==> src/rtl/inst_loader_pkg.sv <==
// Shared constants and types for the instruction loader: BRAM geometry,
// core mode encodings and the loader FSM state type.
package inst_loader_pkg;

    localparam int          INST_SIZE  = 4;
    localparam int unsigned INST_DEPTH = 1 << INST_SIZE;

    localparam logic [2:0] MODE_STALL = 3'd0;
    localparam logic [2:0] MODE_LOAD  = 3'd1;
    localparam logic [2:0] MODE_EXEC  = 3'd2;

    typedef enum logic [2:0] {
        LD_IDLE,
        LD_HDR,
        LD_DATA,
        LD_DONE,
        LD_ERR
    } loader_state_e;

endpackage

==> src/rtl/inst_loader_uart_rx.sv <==
// 8N1 UART byte receiver: 2-FF synchronizer, mid-bit sampling timer and
// LSB-first shifter. Held idle while en is low.
module loader_uart_rx #(
    parameter int CLK_PER_HALF_BIT = 434
) (
    input  logic       clk,
    input  logic       rstn,
    input  logic       en,
    input  logic       rxd,
    output logic       byte_valid,
    output logic [7:0] byte_data,
    output logic       frame_err
);

    localparam int            CW   = $clog2(2 * CLK_PER_HALF_BIT) + 1;
    localparam logic [CW-1:0] HALF = CW'(CLK_PER_HALF_BIT - 1);
    localparam logic [CW-1:0] FULL = CW'(2 * CLK_PER_HALF_BIT - 1);

    typedef enum logic [1:0] {RX_IDLE, RX_START, RX_DATA, RX_STOP} rx_state_e;

    logic [1:0]    sync_q;
    logic          rx_prev_q;
    logic          rx;
    rx_state_e     state_q, state_d;
    logic [CW-1:0] cnt_q, cnt_d;
    logic [2:0]    bit_q, bit_d;
    logic [7:0]    shift_q, shift_d;
    logic          byte_valid_q, byte_valid_d;
    logic          frame_err_q, frame_err_d;

    assign rx = sync_q[1];

    // The synchronizer resets to idle-high so reset release never looks like a start bit.
    always_ff @(posedge clk or negedge rstn) begin
        if (!rstn) begin
            sync_q    <= 2'b11;
            rx_prev_q <= 1'b1;
        end else begin
            // NOTE: non-blocking assignments keep every flop sampling pre-edge values.
            sync_q    <= {sync_q[0], rxd};
            rx_prev_q <= rx;
        end
    end

    always_comb begin
        // NOTE: every output gets a default first so no path infers a latch.
        state_d      = state_q;
        cnt_d        = cnt_q;
        bit_d        = bit_q;
        shift_d      = shift_q;
        byte_valid_d = 1'b0;
        frame_err_d  = 1'b0;
        if (!en) begin
            state_d = RX_IDLE;
            cnt_d   = '0;
        end else begin
            unique case (state_q)
                RX_IDLE: begin
                    if (rx_prev_q && !rx) begin
                        state_d = RX_START;
                        cnt_d   = '0;
                    end
                end
                RX_START: begin
                    if (cnt_q == HALF) begin
                        cnt_d   = '0;
                        bit_d   = '0;
                        state_d = rx ? RX_IDLE : RX_DATA;
                    end else begin
                        cnt_d = cnt_q + 1'b1;
                    end
                end
                RX_DATA: begin
                    if (cnt_q == FULL) begin
                        cnt_d   = '0;
                        shift_d = {rx, shift_q[7:1]};
                        bit_d   = bit_q + 3'd1;
                        if (bit_q == 3'd7) state_d = RX_STOP;
                    end else begin
                        cnt_d = cnt_q + 1'b1;
                    end
                end
                RX_STOP: begin
                    if (cnt_q == FULL) begin
                        cnt_d        = '0;
                        state_d      = RX_IDLE;
                        byte_valid_d = rx;
                        frame_err_d  = !rx;
                    end else begin
                        cnt_d = cnt_q + 1'b1;
                    end
                end
                default: state_d = RX_IDLE;
            endcase
        end
    end

    always_ff @(posedge clk or negedge rstn) begin
        if (!rstn) begin
            state_q      <= RX_IDLE;
            cnt_q        <= '0;
            bit_q        <= '0;
            shift_q      <= '0;
            byte_valid_q <= 1'b0;
            frame_err_q  <= 1'b0;
        end else begin
            state_q      <= state_d;
            cnt_q        <= cnt_d;
            bit_q        <= bit_d;
            shift_q      <= shift_d;
            byte_valid_q <= byte_valid_d;
            frame_err_q  <= frame_err_d;
        end
    end

    assign byte_valid = byte_valid_q;
    assign byte_data  = shift_q;
    assign frame_err  = frame_err_q;

endmodule

==> src/rtl/inst_loader.sv <==
// Instruction loader: receives a length-prefixed little-endian program over
// UART in LOAD mode and writes it word by word into INST_BRAM port A.
module inst_loader
    import inst_loader_pkg::*;
#(
    parameter int CLK_PER_HALF_BIT = 434
) (
    input  logic                 clk,
    input  logic                 rstn,
    input  logic [2:0]           mode,
    input  logic                 rxd,
    output logic [INST_SIZE-1:0] addra,
    output logic [31:0]          dina,
    output logic                 wea,
    output logic                 done,
    output logic                 err
);

    logic       byte_valid;
    logic [7:0] byte_data;
    logic       frame_err;
    logic       load_en;

    loader_state_e        state_q, state_d;
    logic [1:0]           byte_cnt_q, byte_cnt_d;
    logic [31:0]          asm_q, asm_d, asm_next;
    logic [INST_SIZE:0]   n_q, n_d;
    logic [INST_SIZE:0]   idx_q, idx_d;
    logic [INST_SIZE-1:0] addra_q, addra_d;
    logic [31:0]          dina_q, dina_d;
    logic                 wea_q, wea_d;
    logic                 done_q, done_d;
    logic                 err_q, err_d;

    assign load_en = (mode == MODE_LOAD);

    loader_uart_rx #(
        .CLK_PER_HALF_BIT(CLK_PER_HALF_BIT)
    ) u_rx (
        .clk       (clk),
        .rstn      (rstn),
        .en        (load_en),
        .rxd       (rxd),
        .byte_valid(byte_valid),
        .byte_data (byte_data),
        .frame_err (frame_err)
    );

    // Little-endian assembly: each new byte enters at the top and shifts down.
    assign asm_next = {byte_data, asm_q[31:8]};

    always_comb begin
        state_d    = state_q;
        byte_cnt_d = byte_cnt_q;
        asm_d      = asm_q;
        n_d        = n_q;
        idx_d      = idx_q;
        addra_d    = addra_q;
        dina_d     = dina_q;
        wea_d      = 1'b0;
        done_d     = (state_q == LD_DONE);
        err_d      = (state_q == LD_ERR);
        unique case (state_q)
            LD_IDLE: begin
                if (load_en && !done_q) begin
                    state_d    = LD_HDR;
                    byte_cnt_d = '0;
                    idx_d      = '0;
                end
            end
            LD_HDR, LD_DATA: begin
                // Leaving LOAD outranks a byte completing in the same cycle.
                if (!load_en) begin
                    state_d    = LD_IDLE;
                    byte_cnt_d = '0;
                    idx_d      = '0;
                end else if (frame_err) begin
                    state_d = LD_ERR;
                end else if (byte_valid) begin
                    asm_d      = asm_next;
                    byte_cnt_d = byte_cnt_q + 2'd1;
                    if (byte_cnt_q == 2'd3) begin
                        if (state_q == LD_HDR) begin
                            if (asm_next == 32'd0) begin
                                state_d = LD_DONE;
                            end else if (asm_next > INST_DEPTH) begin
                                state_d = LD_ERR;
                            end else begin
                                state_d = LD_DATA;
                                n_d     = asm_next[INST_SIZE:0];
                                idx_d   = '0;
                            end
                        end else begin
                            wea_d   = 1'b1;
                            dina_d  = asm_next;
                            addra_d = idx_q[INST_SIZE-1:0];
                            idx_d   = idx_q + 1'b1;
                            if ((idx_q + 1'b1) == n_q) state_d = LD_DONE;
                        end
                    end
                end
            end
            LD_DONE, LD_ERR: ;
            default: state_d = LD_IDLE;
        endcase
    end

    always_ff @(posedge clk or negedge rstn) begin
        if (!rstn) begin
            state_q    <= LD_IDLE;
            byte_cnt_q <= '0;
            asm_q      <= '0;
            n_q        <= '0;
            idx_q      <= '0;
            addra_q    <= '0;
            dina_q     <= '0;
            wea_q      <= 1'b0;
            done_q     <= 1'b0;
            err_q      <= 1'b0;
        end else begin
            state_q    <= state_d;
            byte_cnt_q <= byte_cnt_d;
            asm_q      <= asm_d;
            n_q        <= n_d;
            idx_q      <= idx_d;
            addra_q    <= addra_d;
            dina_q     <= dina_d;
            wea_q      <= wea_d;
            done_q     <= done_d;
            err_q      <= err_d;
        end
    end

    assign addra = addra_q;
    assign dina  = dina_q;
    assign wea   = wea_q;
    assign done  = done_q;
    assign err   = err_q;

endmodule

==> config.mk <==
export PLATFORM = sky130hd
export DESIGN_NAME = inst_loader
export DESIGN_NICKNAME = d
export VERILOG_FILES = /design/src/rtl/inst_loader_pkg.sv /design/src/rtl/inst_loader_uart_rx.sv /design/src/rtl/inst_loader.sv
export SDC_FILE = /design/constraint.sdc
export NUM_CORES = 1
export LEC_CHECK = 0
export BUFFER_PORTS_ARGS = -buffer_cell sky130_fd_sc_hd__buf_2
export CORE_MARGIN = 5
export CORE_UTILIZATION = 60
export DETAILED_ROUTE_END_ITERATION = 16
export GPL_ROUTABILITY_DRIVEN = 0
export PLACE_DENSITY = 0.82
export SYNTH_ARGS = -nofsm -noshare
export SYNTH_HDL_FRONTEND = slang
export SYNTH_HIERARCHICAL = 1
export SYNTH_SLANG_ARGS = --single-unit
==> constraint.sdc <==
create_clock -name clk -period 3.8 [get_ports clk]
set_input_delay 0.19 -clock clk [delete_from_list [all_inputs] [get_ports clk]]
set_output_delay 0.19 -clock clk [all_outputs]
set_load 0.005 [all_outputs]
# [Word level (Yosys, flattened, before mapping)]
# Index checks and enable logic that the tools add are counted.
[classes] addsub=4 magnitude_cmp=1 n_eq_ne=29 muxes=52 bitwise_logic=5 n_reduce_logical=21
[ops] op="$mux 11" n=4
[ops] op="$mux 5" n=8
[ops] op="$mux 3" n=11
[ops] op="$pmux 11 s3" n=1
[ops] op="$gt 32x5->1 const B" n=1
[ops] op="$logic_not 32->1" n=1
[ops] op="$mux 2" n=11
[ops] op="$ne 3x2->1 const B" n=6
[ops] op="$mux 1" n=12
[ops] op="$reduce_and 4->1" n=3
[ops] op="$add 11x1->11 const B" n=1
[ops] op="$eq 11x10->1 const B" n=1
[ops] op="$eq 11x9->1 const B" n=1
[ops] op="$pmux 5 s2" n=1
[ops] op="$reduce_and 5->1" n=2
[ops] op="$pmux 3 s3" n=1
[ops] op="$ne 4x4->1 const B" n=2
[ops] op="$pmux 2 s4" n=1
[ops] op="$reduce_and 8->1" n=1
[ops] op="$reduce_and 7->1" n=1
[ops] op="$eq 2x2->1 const B" n=3
[ops] op="$eq 3x1->1 const B" n=2
[ops] op="$eq 3x2->1 const B" n=2
[ops] op="$eq 3x3->1 const B" n=2
[ops] op="22 further kinds" n=33
[totals] regBits=115 inputBits=6

# [Longest topological paths before layout]
[logic_depth] depth_word=9 depth_mapped=7 ltp_nobuf=6

# [Cells and area by module]
# Netlist, hierarchy kept.
[by_module_without_submodules] module="inst_loader" instances=1 cells_each=258 area_each_um2=3676.0
[by_module_without_submodules] module="loader_uart_rx" instances=1 cells_each=129 area_each_um2=1473.9

# [Worst setup path after synthesis]
# No wires, ideal clock.
[synth_path] kind="register -> register" from="register state_q[2] (netlist name)" to="register n_q[0]" setup_ns=0.125 arrival_time_ns=1.867 t_required_ns=3.675 path_slack_ns=1.809 stages_incl_launch_ff=6 synth_period_minus_slack_ns=1.991 path_cell_list="dfrtp_1 or3b_2 nor3_1 and4_1 clkbuf_1 mux2_2"
[synth_rtl] element="to (signal assigned)" line="inst_loader.sv:124" text="n_q <= n_d;"
[synth_rtl] element="to (decl)" line="inst_loader.sv:27" text="logic [INST_SIZE:0] n_q, n_d;"

==> results.cfg <==
[status]
outcome = finished, violations left
failed_checks = negative hold slack

[grt]
grt_start_max_net_pins = 85
grt_pass1_vias = 3399
grt_use_total_pct = 20.4
gr-total-overflow = 0
grt_pass1_wl_um = 16900
antenna_found_initial = 0

[floorplan]
die_h_um = 103
num_rows = 33
core_um2 = 8300
start_util_pct = 62.1
die_w_um = 103
io_pins = 45
die_area_um2 = 10500

[worst_setup_path]
crit_type = reg -> reg
slowest_delay_ns = 0.50
r2r_end = dina[19]$_DFFE_PN0P_
r2r_slack_ns = 1.36
path_buf_inv = 0
cp-start-kind = flip-flop
worstPathCellList = nor4b_4 > nand3_1 > nor3_4 > nand2_4 > mux2_4
critPathSlowestCell = dfrtp_1
critPathTopFamily = simple AND/OR/NAND/NOR gates
arrival_ns = 2.70
rr_worst_depth = 5
crit_path_max_fanout = 37
crit-reg2reg-launch = state_q[2]$_DFFE_PN0P_
endpoint_kind = flip-flop
cp.required_ns = 4.07

[hold_path]
hold_path_class = in -> async

[sta]
drv_slew = 0
worst_slew_pin_slew_ns = 1.02
finalClockSkew_ns = 0.0180
fin_crit_sh_pct = 64.1
setup_violations = 0
hold_viol = 30
rsz0062_at_grt = false
maxSlewHeadroom_pct = 31.9
setup_tns_ns = 0
worst_hold_slack_ns = -0.0412
fin_crit_ns = 2.44
fmax_mhz = 411

[route]
num_vias = 3276
met3_wirelength_um = 436
dr.pass1.iters = 6
wl_met1_um = 4380
wl_um = 9950
drtIter0Drc = 201
postRouteAntennaNets = 0
wl_per_cell_um = 18.3
route.met2.wl_um = 4990
drc = 0
via_per_inst = 6.02
top_layer_used = met4

[clocking]
cts_tree = built
path_clk_slew_ns = 0.11
cts-root-buf = clkbuf_8
clockBufferDepth = 2
cts.sinks = 107
cts_max_level = 3
numCtsBuffers = 9
clkLatencyLatePin_ns = 0.39

[synthesis]
ys.flop_type = dfrtp_1
synth-seq-area-share_pct = 52.1
synth-seq-cells = 107
yosysWarningCount = 6
synth_edf_count = 0
async_flop_share_pct = 100
ys_types = 69
synthCells = 387
avgSynthCellArea_um2 = 13.3
syn-num-nets = 399
synthesis.area_um2 = 5150

[final_layout]
nNetsFinal = 446
final_common_cell = dfrtp_1
num_antenna_cells = 0
drive_gt1_share_pct = 34.4
syn_to_final_growth_pct = 9.11
post-route-util_pct = 67.7
design_area_um2 = 5620
layout_common_cells = 104 x dfrtp_1, 55 x mux2_4, 43 x buf_2

[power]
power_leakage_nw = 2.91
power.density_nw_per_um2 = 331
ir_drop_mv = 0.338

[placement]
hpwl_um = 6740
placement.io_buffers = 44
place_area_um2 = 5430

[job]
cap_violations = 0
==> state kept, by name, summed over array words and instances (netlist names), 3 cells and up <==
register / count
addra: 4
asm_q: 24
dina: 32
idx_q: 5
n_q: 5
state_q: 3
u_rx/bit_q: 3
u_rx/byte_data: 8
u_rx/cnt_q: 11
==> metal layers <==
| metal | vias to the layer above | GRT usage [%] |
|---|---|---|
| met4 | 0 | 6.26 |
| li1 | 1519 | - |
| met2 | 89 | 34.4 |
| met1 | 1655 | 26.6 |
| met5 | - | 0 |
| met3 | 13 | 4.19 |
==> layout make-up <==
type	count	area (um2)
Sequential cell	107	2680
Fill cell	539	2680
Multi-Input combinational cell	254	2320
Timing Repair Buffer	46	240
Tap cell	105	131
Clock buffer	10	128
Inverter	16	60.1
Clock inverter	6	55.1
==> cell usage after synthesis (2+ instances only) <==
cell / instances / area, um2
dfstp_2: 3 / 78.8
and3_1: 2 / 12.5
and4_1: 3 / 26.3
nor2b_1: 6 / 37.5
clkbuf_1: 2 / 7.51
nand2b_1: 3 / 18.8
nor3_1: 8 / 40.0
mux2_4: 55 / 826
nor4_1: 8 / 50.1
o22ai_1: 3 / 18.8
buf_6: 6 / 67.6
o21ai_1: 7 / 35.0
a31oi_1: 6 / 37.5
o211ai_1: 5 / 37.5
a21o_1: 2 / 15.0
o21ai_0: 11 / 55.1
xor2_1: 3 / 26.3
nand4_1: 3 / 18.8
ha_1: 6 / 75.1
buf_2: 2 / 10.0
dfrtp_1: 104 / 2600
nand2_1: 13 / 48.8
a21oi_1: 6 / 30.0
nand3_1: 19 / 95.1
nand4_2: 2 / 25.0
xnor2_1: 4 / 35.0
mux2_2: 18 / 203
inv_1: 16 / 60.1
mux2i_1: 2 / 20.0
nor2_1: 13 / 48.8
and2_1: 6 / 37.5
a22o_1: 3 / 26.3
==> repair_timing <==
action,CTS,global route
buffers inserted,0,0
hold buffers,1,0
resized for setup,0,0
endpoints found under the hold margin,1,0
==> power breakdown <==
| group | internal [mW] | total, mW | switching, mW | leakage [nW] |
|---|---|---|---|---|
| registers | 1.15 | 1.15 | 0.00852 | 1.47 |
| clock network | 0.253 | 0.658 | 0.405 | 0.0938 |
| logic | 0.0140 | 0.0508 | 0.0367 | 1.34 |
==> cell families after synthesis <==
logic type	Yosys count	synth area share [%]
AO/OA/AOI/OAI	60	8.43
adder cells (fa/ha/maj)	7	1.65
AND/OR/NAND/NOR	104	13.0
multiplexers	75	20.4
flip-flops	107	52.1
XOR/XNOR	8	1.65
buffers and inverters	26	2.82
==> metrics by stage <==
step	power (mW)	instances	hold slack (ns)	setup slack [ns]
2_1_floorplan	1.19	387	-0.106	1.81
3_3_place_gp	1.22	527	0.297	1.51
3_5_place_dp	1.23	527	0.298	1.40
4_1_cts	1.88	544	0.00119	1.36
5_1_grt	1.93	544	0.0495	1.21
6_report	1.86	544	-0.0412	1.36
==> how the worst max path moves through the flow <==
stage                                 startpoint              endpoint  slack, ns  cells after the start
after floorplan           state_q[2]$_DFFE_PN0P_    n_q[0]$_DFFE_PN0P_       1.81                      5
after global placement    state_q[2]$_DFFE_PN0P_  dina[22]$_DFFE_PN0P_       1.51                      5
after detailed placement  state_q[2]$_DFFE_PN0P_   dina[6]$_DFFE_PN0P_       1.40                      5
after CTS                 state_q[2]$_DFFE_PN0P_  dina[19]$_DFFE_PN0P_       1.36                      5
after global routing      state_q[2]$_DFFE_PN0P_  dina[19]$_DFFE_PN0P_       1.21                      5
final                     state_q[2]$_DFFE_PN0P_  dina[19]$_DFFE_PN0P_       1.36                      5
Power figures use the tool's default switching activity.
